--- src/rtl/i2c_master_byte.sv ---
// ============================================================================
// Module   : i2c_master_byte
// Brief    : Single-byte I2C master: START, address+R/W, one data byte, STOP.
//            Optional SCL clock stretching when CLOCK_STRETCH_EN is defined.
// Revision : 1.0 - initial release
// ============================================================================
`default_nettype none

module i2c_master_byte #(
    parameter int CLK_DIV = 250
) (
    input  logic       clk,
    input  logic       rst,
    input  logic       enable,
    input  logic       RW,
    input  logic [6:0] slaveAdd,
    input  logic [7:0] data_in,
    output logic       busy,
    output logic       ackerror,
    output logic [7:0] data_out,
    output logic       done,
    output logic       scl_oe,
    output logic       sda_oe,
    input  logic       scl_i,
    input  logic       sda_i
);

    localparam int             CNT_W   = (CLK_DIV > 2) ? $clog2(CLK_DIV) : 1;
    localparam logic [CNT_W-1:0] CNT_MAX = CNT_W'(CLK_DIV - 1);

    typedef enum logic [3:0] {
        S_IDLE, S_START, S_ADDR, S_AACK, S_WRITE, S_WACK, S_READ, S_MNACK, S_STOP
    } state_t;

    state_t           state_q, state_d;
    logic [CNT_W-1:0] cnt_q, cnt_d;
    logic [1:0]       phase_q, phase_d;
    logic [2:0]       bit_q, bit_d;
    logic [7:0]       sh_q, sh_d;
    logic [7:0]       wdata_q, wdata_d;
    logic [7:0]       rd_q, rd_d;
    logic [7:0]       dout_q, dout_d;
    logic             rw_q, rw_d;
    logic             ackerr_q, ackerr_d;
    logic             done_q, done_d;
    logic             stall;
    logic             tick;

`ifdef CLOCK_STRETCH_EN
    // SCL has been released in Q2; a slave holding it low freezes the slot.
    assign stall = (state_q != S_IDLE) && (phase_q == 2'd2) && !scl_i;
`else
    logic unused_scl;
    assign unused_scl = scl_i;
    assign stall      = 1'b0;
`endif

    assign tick = (cnt_q == CNT_MAX) && !stall;

    always_ff @(posedge clk or posedge rst) begin
        if (rst) begin
            state_q  <= S_IDLE;
            cnt_q    <= '0;
            phase_q  <= '0;
            bit_q    <= '0;
            sh_q     <= '0;
            wdata_q  <= '0;
            rd_q     <= '0;
            dout_q   <= '0;
            rw_q     <= 1'b0;
            ackerr_q <= 1'b0;
            done_q   <= 1'b0;
        end else begin
            state_q  <= state_d;
            cnt_q    <= cnt_d;
            phase_q  <= phase_d;
            bit_q    <= bit_d;
            sh_q     <= sh_d;
            wdata_q  <= wdata_d;
            rd_q     <= rd_d;
            dout_q   <= dout_d;
            rw_q     <= rw_d;
            ackerr_q <= ackerr_d;
            done_q   <= done_d;
        end
    end

    always_comb begin
        state_d  = state_q;
        cnt_d    = cnt_q;
        phase_d  = phase_q;
        bit_d    = bit_q;
        sh_d     = sh_q;
        wdata_d  = wdata_q;
        rd_d     = rd_q;
        dout_d   = dout_q;
        rw_d     = rw_q;
        ackerr_d = ackerr_q;
        done_d   = 1'b0;

        if (state_q == S_IDLE) begin
            cnt_d   = '0;
            phase_d = '0;
            bit_d   = '0;
            if (enable) begin
                sh_d     = {slaveAdd, RW};
                rw_d     = RW;
                wdata_d  = data_in;
                ackerr_d = 1'b0;
                state_d  = S_START;
            end
        end else begin
            if (!stall) begin
                cnt_d = (cnt_q == CNT_MAX) ? '0 : cnt_q + 1'b1;
            end
            if (tick) begin
                phase_d = phase_q + 2'd1;
                case (state_q)
                    S_START: if (phase_q == 2'd3) state_d = S_ADDR;
                    S_ADDR, S_WRITE: begin
                        if (phase_q == 2'd3) begin
                            sh_d  = {sh_q[6:0], 1'b0};
                            bit_d = bit_q + 3'd1;
                            if (bit_q == 3'd7) begin
                                state_d = (state_q == S_ADDR) ? S_AACK : S_WACK;
                            end
                        end
                    end
                    S_AACK: begin
                        if (phase_q == 2'd2 && sda_i) ackerr_d = 1'b1;
                        if (phase_q == 2'd3) begin
                            if (ackerr_q)  state_d = S_STOP;
                            else if (rw_q) state_d = S_READ;
                            else begin
                                state_d = S_WRITE;
                                sh_d    = wdata_q;
                            end
                        end
                    end
                    S_WACK: begin
                        if (phase_q == 2'd2 && sda_i) ackerr_d = 1'b1;
                        if (phase_q == 2'd3) state_d = S_STOP;
                    end
                    S_READ: begin
                        if (phase_q == 2'd2) rd_d = {rd_q[6:0], sda_i};
                        if (phase_q == 2'd3) begin
                            bit_d = bit_q + 3'd1;
                            if (bit_q == 3'd7) begin
                                dout_d  = rd_q;
                                state_d = S_MNACK;
                            end
                        end
                    end
                    S_MNACK: if (phase_q == 2'd3) state_d = S_STOP;
                    S_STOP: begin
                        if (phase_q == 2'd3) begin
                            state_d = S_IDLE;
                            done_d  = 1'b1;
                        end
                    end
                    default: state_d = S_IDLE;
                endcase
            end
        end
    end

    // Pad controls decode purely from registered state so reset clears them at once.
    always_comb begin
        scl_oe = 1'b0;
        sda_oe = 1'b0;
        case (state_q)
            S_START: sda_oe = phase_q[1];
            S_ADDR, S_WRITE: begin
                scl_oe = !phase_q[1];
                sda_oe = !sh_q[7];
            end
            S_AACK, S_WACK, S_READ, S_MNACK: scl_oe = !phase_q[1];
            S_STOP: begin
                scl_oe = !phase_q[1];
                sda_oe = (phase_q != 2'd3);
            end
            default: begin
                scl_oe = 1'b0;
                sda_oe = 1'b0;
            end
        endcase
    end

    assign busy     = (state_q != S_IDLE);
    assign ackerror = ackerr_q;
    assign data_out = dout_q;
    assign done     = done_q;

endmodule

`default_nettype wire

--- config.mk ---
export PLATFORM = sky130hd
export DESIGN_NAME = i2c_master_byte
export DESIGN_NICKNAME = d
export VERILOG_FILES = /design/src/rtl/i2c_master_byte.sv
export SDC_FILE = /design/constraint.sdc
export NUM_CORES = 1
export LEC_CHECK = 0
export CAP_MARGIN = 20
export CORE_AREA = 3 3 86 71
export DETAILED_ROUTE_END_ITERATION = 12
export DIE_AREA = 0 0 89 74
export HOLD_SLACK_MARGIN = 0.15
export PLACE_DENSITY = 0.74
export SLEW_MARGIN = 20
export SYNTH_ARGS = -nofsm -noshare
export SYNTH_HDL_FRONTEND = slang
export SYNTH_SLANG_ARGS = --single-unit
--- constraint.sdc ---
create_clock -name clk -period 1.75 [get_ports clk]
set_input_delay 0.35 -clock clk [delete_from_list [all_inputs] [get_ports clk]]
set_output_delay 0.35 -clock clk [all_outputs]
set_load 0.1 [all_outputs]
# Word level (Yosys, flattened, before mapping)
# Cells that the tools add are included.
# W data, S select, Z words.
# totals
ff_bits	52
out_inout_bits	13
elab_cells	104
# op_classes
n_addsub	3
n_eq_ne	24
muxes	42
bitwise_logic	1
n_reduce_logical	23
# op_table
operator	n
$mux W8	9
$mux W4	12
$ne A3 B3 Y1 const B	9
$pmux W4 S6	1
$eq A4 B3 Y1 const B	4
$pmux W8 S2	1
$mux W3	5
$mux W1	10
$reduce_and A10 Y1	1
$reduce_bool A2 Y1	5
$add A8 B1 Y8 const B	1
$eq A4 B2 Y1 const B	2
$eq A8 B8 Y1 const B	1
$reduce_and A4 Y1	2
$reduce_and A7 Y1	1
$reduce_or A7 Y1	1
$mux W2	3
$reduce_or A2 Y1	3
$reduce_and A5 Y1	1
$eq A2 B2 Y1 const B	2
$eq A4 B1 Y1 const B	1
$eq A4 B4 Y1 const B	1
$logic_not A4 Y1	1
$ne A2 B2 Y1 const B	2
13 further kinds	14

# Logic depth before layout (Yosys ltp)
# Gate-level depths: netlist of run 1.
# depth
depth_word	7
mapped_depth	8

# Least setup slack after synthesis of run 1
# Ideal clock, no wire load.
# synth_path
path_kind	reg2out
from	register state_q[3]
to	output port sda_oe
arrival_ns	2.602
t_required_ns	1.400
path_slack_ns	-1.202
stages_incl_launch_ff	4
path_cell_list	dfrtp_1 clkbuf_1 or4_1 a21oi_1
# synth_via
elab_chain_cells	3
elab_cells_between_ends	6
cone_classes	4 x eq/ne; 1 x mux; 1 x reduce/logical
# synth_lines
item	line_no	rtl
from (decl)	35	state_t state_q, state_d;
from (signal assigned)	74	state_q <= state_d;
$eq A4 B2 Y1 / $eq A4 B3 Y1 (equally long branches)	171	case (state_q)
$reduce_or A2 Y1	171	
$pmux W1 S3 (*)	171	
to (decl)	23	output logic sda_oe,
# Mark *: on every way between the ends. The rest lies on a longest branch, timed or not.

# Final worst setup path of run 1
# Same ends and word-level chain as after synthesis.

==> results of run 1 <==
[flip-flops by register name (all words and copies together) (netlist names)]
signal	flops
state_q	4
rd_q	8
cnt_q	8
bit_q	3
data_out	8
wdata_q	8
ackerror	1
done	1
rw_q	1
sh_q	8
phase_q	2
[logic make-up (layout without fill, tap and decap cells)]
group / count (synthesis) / in the layout
xor+xnor: 6 / 6
simple gates: 62 / 62
compound gates: 33 / 33
mux: 43 / 43
buf+inv: 15 / 105
flops: 52 / 52
fa+ha+maj: 6 / 6
[worst register-to-register path: stages, from the launching register on]
cell and delay [ns]:
dfrtp_1 0.40, buf_4 0.15, nor4_4 0.33, o21bai_4 0.19, a21boi_4 0.23, and3_4 0.22
buf_12 0.13, mux2_4 0.30
[worst min-delay path by stage]
stage	slack (ns)	depth (start not counted)	startpoint	end
after detailed placement	0.50	1	sh_q[1]	sh_q[1]
after floorplan	0.46	1	cnt_q[0]	cnt_q[0]
after global routing	0.41	3	rst	rd_q[3]
after CTS	0.42	3	rst	data_out[1]
after global placement	0.49	1	rd_q[7]	rd_q[7]
final	0.39	3	rst	wdata_q[1]
[where the power goes]
part	switching, mW	internal [mW]	leakage [nW]
Sequential	0.000899	1.20	0.705
Clock	0.414	0.286	0.0456
Combinational	0.0315	0.0436	1.05
[cell type report]
class	count	area, um2	share of cell area
flip-flops and latches	52	1300	0.332
multi-input cells	150	1410	0.360
clock buffers	6	72.6	0.0185
clock inverters	2	13.8	0.00351
inverters	6	26.3	0.00670
well taps	65	81.3	0.0207
repair buffers	91	1010	0.258
[layer usage]
metal / share of wire / vias to the layer above / global-route usage
li1: - / 944 / -
met2: 0.50 / 45 / 0.327
met5: 0 / - / 0
met1: 0.43 / 1030 / 0.257
met4: 0.021 / 0 / 0.0661
met3: 0.041 / 13 / 0.0565
[stage by stage]
step                hold slack, ns  setup WS [ns]  area, um2  utilization  power, mW
global placement             0.488         -0.180       3420        0.636       1.30
floorplan                    0.459         -0.278       2640            -       1.25
CTS                          0.417         -0.329       3790        0.706       1.99
detailed placement           0.497         -0.234       3420        0.636       1.30
finish                       0.391         -0.365       3920        0.730       1.98
global route                 0.415         -0.388       3920        0.730       2.06
[cells in the mapped netlist (all sizes together), types with 2 or more instances]
library cell,instances
a221o,2
nand4,2
dfrtp,52
clkbuf,2
nand2,15
o21ai,11
ha,6
mux2,35
nand3,4
xnor2,3
a21oi,7
o31ai,2
or3,2
nor2,17
xor2,3
nor2b,2
nand2b,4
nand3b,2
inv,6
buf,7
a22o,3
and3,6
mux2i,8
[repair_timing]
item | 4_1_cts | 5_1_grt
hold endpoints to repair | 0 | 0
setup buffers | 18 | 3
pin swaps | 12 | 16
gates resized for setup | 39 | 28
setup endpoints to repair | 32 | 39
==> results.yml, run 1 <==
yosys:
  yosys.area_share.simple: 0.135
  synth_top_family_by_area: "multiplexers"
  synthAdderAreaFrac: 0.0291
  ys_ff_latch: 52
  synth_area_leader_cell: "dfrtp_1"
  synth-async-reset-ratio: 1.00
  synth_compound_area_frac: 0.0877
  yosysTopAreaCellShare: 0.504
  syn_nets: 244
  ys_warn_count: 0
  synth_area_mm2: 0.00258
  yosysUniqueCellTypes: 46
  synth-xor-area-share: 0.0203
  seq_area_frac_synth: 0.504
  synth-edff-count: 0
  synth_cells: 217
  post_synth_mux_area_share: 0.195
  avgSynthCellArea_um2: 11.9
  synth_flop_cell: "dfrtp_1"
  synth.area.top_cells: "dfrtp_1, mux2_2, mux2_4, mux2i_1, ha_1"
sta:
  tns_ns: -4.70
  clock_skew_ns: 0.00765
  finalSetupViolCount: 27
  hold_viol_final: 0
  rsz0062_at_grt: "true"
  max_clock_freq_ghz: 0.473
  final-max-slew-violation-count: 0
  fin_crit_sh: 1.21
  worst_slack_ns: -0.365
  tightest_slew_ns: 0.296
  post-route-min-period_ns: 2.12
  max_slew_margin: 0.803
floorplanning:
  initial_core_util: 0.481
  die_h_um: 74
  dieArea_mm2: 0.00659
  rows: 24
  pin_count: 34
  die_x_um: 89
  core_mm2: 0.00538
worst_setup_path:
  endpoint: "sda_oe"
  endpoint_kind: "output pin"
  worstReg2RegStart: "state_q[0]"
  path_max_fanout: 5
  crit_start: "state_q[3]"
  critical_path_cell_count: 5
  timing.rr.end: "sh_q[7]"
  required_ns: 1.40
  crit_path_max_incr_delay_ns: 0.46
  start_kind: "flip-flop"
  reg2reg_depth: 7
  arrival_ns: 1.77
  crit_buf_inv: 2
  worstSetupPathType: "reg2out"
  crit_family: "compound AO/OA/AOI/OAI gates"
  r2r_slack_ns: -0.30
  crit_chain: "buf_6 > a221o_1 > a21oi_2 > a21oi_4 > buf_12"
  cp_slowest_cell: "dfrtp_2"
clock_network:
  cts-hold-fix-buffers: 0
  clk_latency_ns: 0.32
  cts.clk_slew.worst_paths_ns: 0.10
  cts_buffers: 5
  cts_root_buffer: "clkbuf_8"
  cts_tree: "built"
  cts.sinks: 52
  ctsHtreeMaxLevel: 2
  clk_path_buf_depth: 2
global_routing:
  gr-total-overflow: 0
  first_global_vias: 2051
  grt_max_degree: 53
  antenna_found_initial: 0
  grt_util_all_layers: 0.199
  grt_pass1_wl_um: 9760
run:
  maxCapViolCount: 0
power:
  power_density_mw_per_mm2: 504
  total_leakage_power_nw: 1.80
  ir_drop_v: 0.000512
final_layout:
  layout_common_cells: "dfrtp_1, buf_4, mux2_2"
  syn2layout_area_growth_pct: 51.9
  finalNonFillerCells: 372
  drive_gt1_frac: 0.492
  fill_cells: 354
  mostFrequentLayoutCell: "dfrtp_1"
  num-nets-final: 333
  antennaDiodeCount: 0
routing:
  avgViaCountPerCell: 5.46
  drtAntennaViolNets: 0
  avgRoutedWirePerCell_um: 17.1
  vias: 2032
  drc_errors: 0
  drt-initial-drc-count: 108
  wirelength_um: 6350
  dr.pass1.iters: 4
placed_design:
  gp_routability_congestion: 0.901
  dpl.hpwl_um: 3870
  numPlacedInstances: 344
  io_buffers: 32
run_status:
  violations: "setup timing"
  outcome: "finished, violations left"
min_path:
  hold_class: "in2async"
Power figures use the tool's default switching activity.
==> inputs of run 2 (changes only) <==
--- a/config.mk
+++ b/config.mk
@@ -11,6 +11,7 @@
 export DIE_AREA = 0 0 89 74
 export HOLD_SLACK_MARGIN = 0.15
 export PLACE_DENSITY = 0.74
+export RECOVER_POWER = 50
 export SLEW_MARGIN = 20
 export SYNTH_ARGS = -nofsm -noshare
 export SYNTH_HDL_FRONTEND = slang
==> run 2 against run 1 <==
Effect of this change: the run still ends with setup timing left; clock power hardly changed; count of clock-buffer cells in the layout stayed put; utilization is 0.28 points lower; critical path depth stayed put; cell count stayed put; fmax hardly changed; routed wire length hardly changed; register-to-register slack hardly changed; non-clock buffer count stayed put; design area is 0.38% lower; first-iteration DRC count is 12% lower.
==> results.yml, run 2 (synthesis gave the netlist of run 1 again) <==
routing:
  avgViaCountPerCell: 5.47
  dr.pass1.iters: 4
  drc_errors: 0
  vias: 2033
  avgRoutedWirePerCell_um: 17.0
  drt-initial-drc-count: 95
  wirelength_um: 6340
  drtAntennaViolNets: 0
sta:
  hold-worst-slack_ns: 0.518
  max_slew_margin: 0.260
  hold_viol_final: 0
  tightest_slew_ns: 1.11
  max_clock_freq_ghz: 0.473
  fin_crit_sh: 1.21
  tns_ns: -4.68
  post-route-min-period_ns: 2.12
  finalSetupViolCount: 27
  worst_slack_ns: -0.365
  clock_skew_ns: 0.00763
  rsz0062_at_grt: "true"
  final-max-slew-violation-count: 0
worst_setup_path:
  required_ns: 1.40
  r2r_slack_ns: -0.30
  arrival_ns: 1.77
  reg2reg_depth: 7
  worstReg2RegStart: "state_q[0]"
  start_kind: "flip-flop"
  endpoint_kind: "output pin"
  worstSetupPathType: "reg2out"
  timing.rr.end: "sh_q[7]"
  path_max_fanout: 5
global_routing:
  grt_pass1_wl_um: 9760
  grt_util_all_layers: 0.199
  antenna_found_initial: 0
  gr-total-overflow: 0
  first_global_vias: 2051
  grt_max_degree: 53
placed_design:
  dpl.hpwl_um: 3870
  numPlacedInstances: 344
  gp_routability_congestion: 0.901
  io_buffers: 32
run_status:
  outcome: "finished, violations left"
  violations: "setup timing"
final_layout:
  antennaDiodeCount: 0
  layout_common_cells: "dfrtp_1, buf_4, mux2_2"
  utilization: 0.727
  finalNonFillerCells: 372
  syn2layout_area_growth_pct: 51.3
  drive_gt1_frac: 0.492
  fill_cells: 356
  num-nets-final: 333
  mostFrequentLayoutCell: "dfrtp_1"
min_path:
  min_to: "wdata_q[4]"
  worstHoldStart: "wdata_q[4]"
  min_delay_path_depth: 1
  hold_class: "reg2reg"
run:
  maxCapViolCount: 0
clock_network:
  clk_latency_ns: 0.32
  cts_tree: "built"
  ctsHtreeMaxLevel: 2
  cts_root_buffer: "clkbuf_8"
  cts.clk_slew.worst_paths_ns: 0.10
  cts_buffers: 5
  cts-hold-fix-buffers: 0
  clk_path_buf_depth: 2
  cts.sinks: 52
floorplanning:
  dieArea_mm2: 0.00659
  die_h_um: 74
  rows: 24
  die_x_um: 89
  initial_core_util: 0.481
  core_mm2: 0.00538
  pin_count: 34
power:
  p_total_mw: 1.97
  ir_drop_v: 0.000511
  power_density_mw_per_mm2: 504
  total_leakage_power_nw: 1.79
## run 2: cell count changes in the layout (fill, tap and decap cells not counted), sizes merged
cell,previous run,this run
dlygate4sd3,0,1
clkdlybuf4s50,19,18
## run 2: worst max path at each step
stage | slack, ns | depth (start not counted) | to | start
after floorplan | -0.28 | 3 | sda_oe | state_q[3]
after global placement | -0.18 | 7 | state_q[0] | bit_q[0]
after detailed placement | -0.23 | 7 | state_q[0] | bit_q[0]
after CTS | -0.33 | 4 | sda_oe | state_q[0]
after global routing | -0.39 | 6 | sda_oe | state_q[0]
final | -0.37 | 5 | sda_oe | state_q[3]
## run 2: repair_timing
action	CTS	global route
hold endpoints to repair	0	0
pin swaps	12	16
resized for setup	39	28
setup buffers	18	3
endpoints found under the setup margin	32	39
## run 2: area by class of cell
class,count,area [um2],area share
Tap cell,65,81.3,0.0208
Multi-Input combinational cell,150,1410,0.362
Inverter,6,26.3,0.00672
Clock buffer,6,72.6,0.0186
Sequential cell,52,1300,0.333
Clock inverter,2,13.8,0.00352
Timing Repair Buffer,91,998,0.255
## run 2: metrics by stage
step,worst slack [ns],cell area [um2]
6_report,-0.365,3910
5_1_grt,-0.388,3910
3_5_place_dp,-0.234,3420
4_1_cts,-0.329,3790
3_3_place_gp,-0.180,3420
2_1_floorplan,-0.278,2640
## run 2: power breakdown
part           switching [mW]  leakage [nW]  internal, mW  total (mW)
combinational          0.0306          1.04        0.0391      0.0697
sequential           0.000896         0.705          1.20        1.20
clock                   0.414        0.0456         0.286       0.699
## run 2: worst max-delay path, cell delays in order (launching register included)
cell and delay, ns:
dfrtp_2 0.46, buf_6 0.14, a221o_1 0.37, a21oi_2 0.24
a21oi_4 0.06, buf_12 0.17
## run 2: metal layers
layer | GRT usage | vias to the layer above | share of wire
li1 | - | 944 | -
met1 | 0.257 | 1032 | 0.43
met2 | 0.327 | 44 | 0.51
met3 | 0.0565 | 13 | 0.041
met4 | 0.0661 | 0 | 0.021
met5 | 0 | - | 0
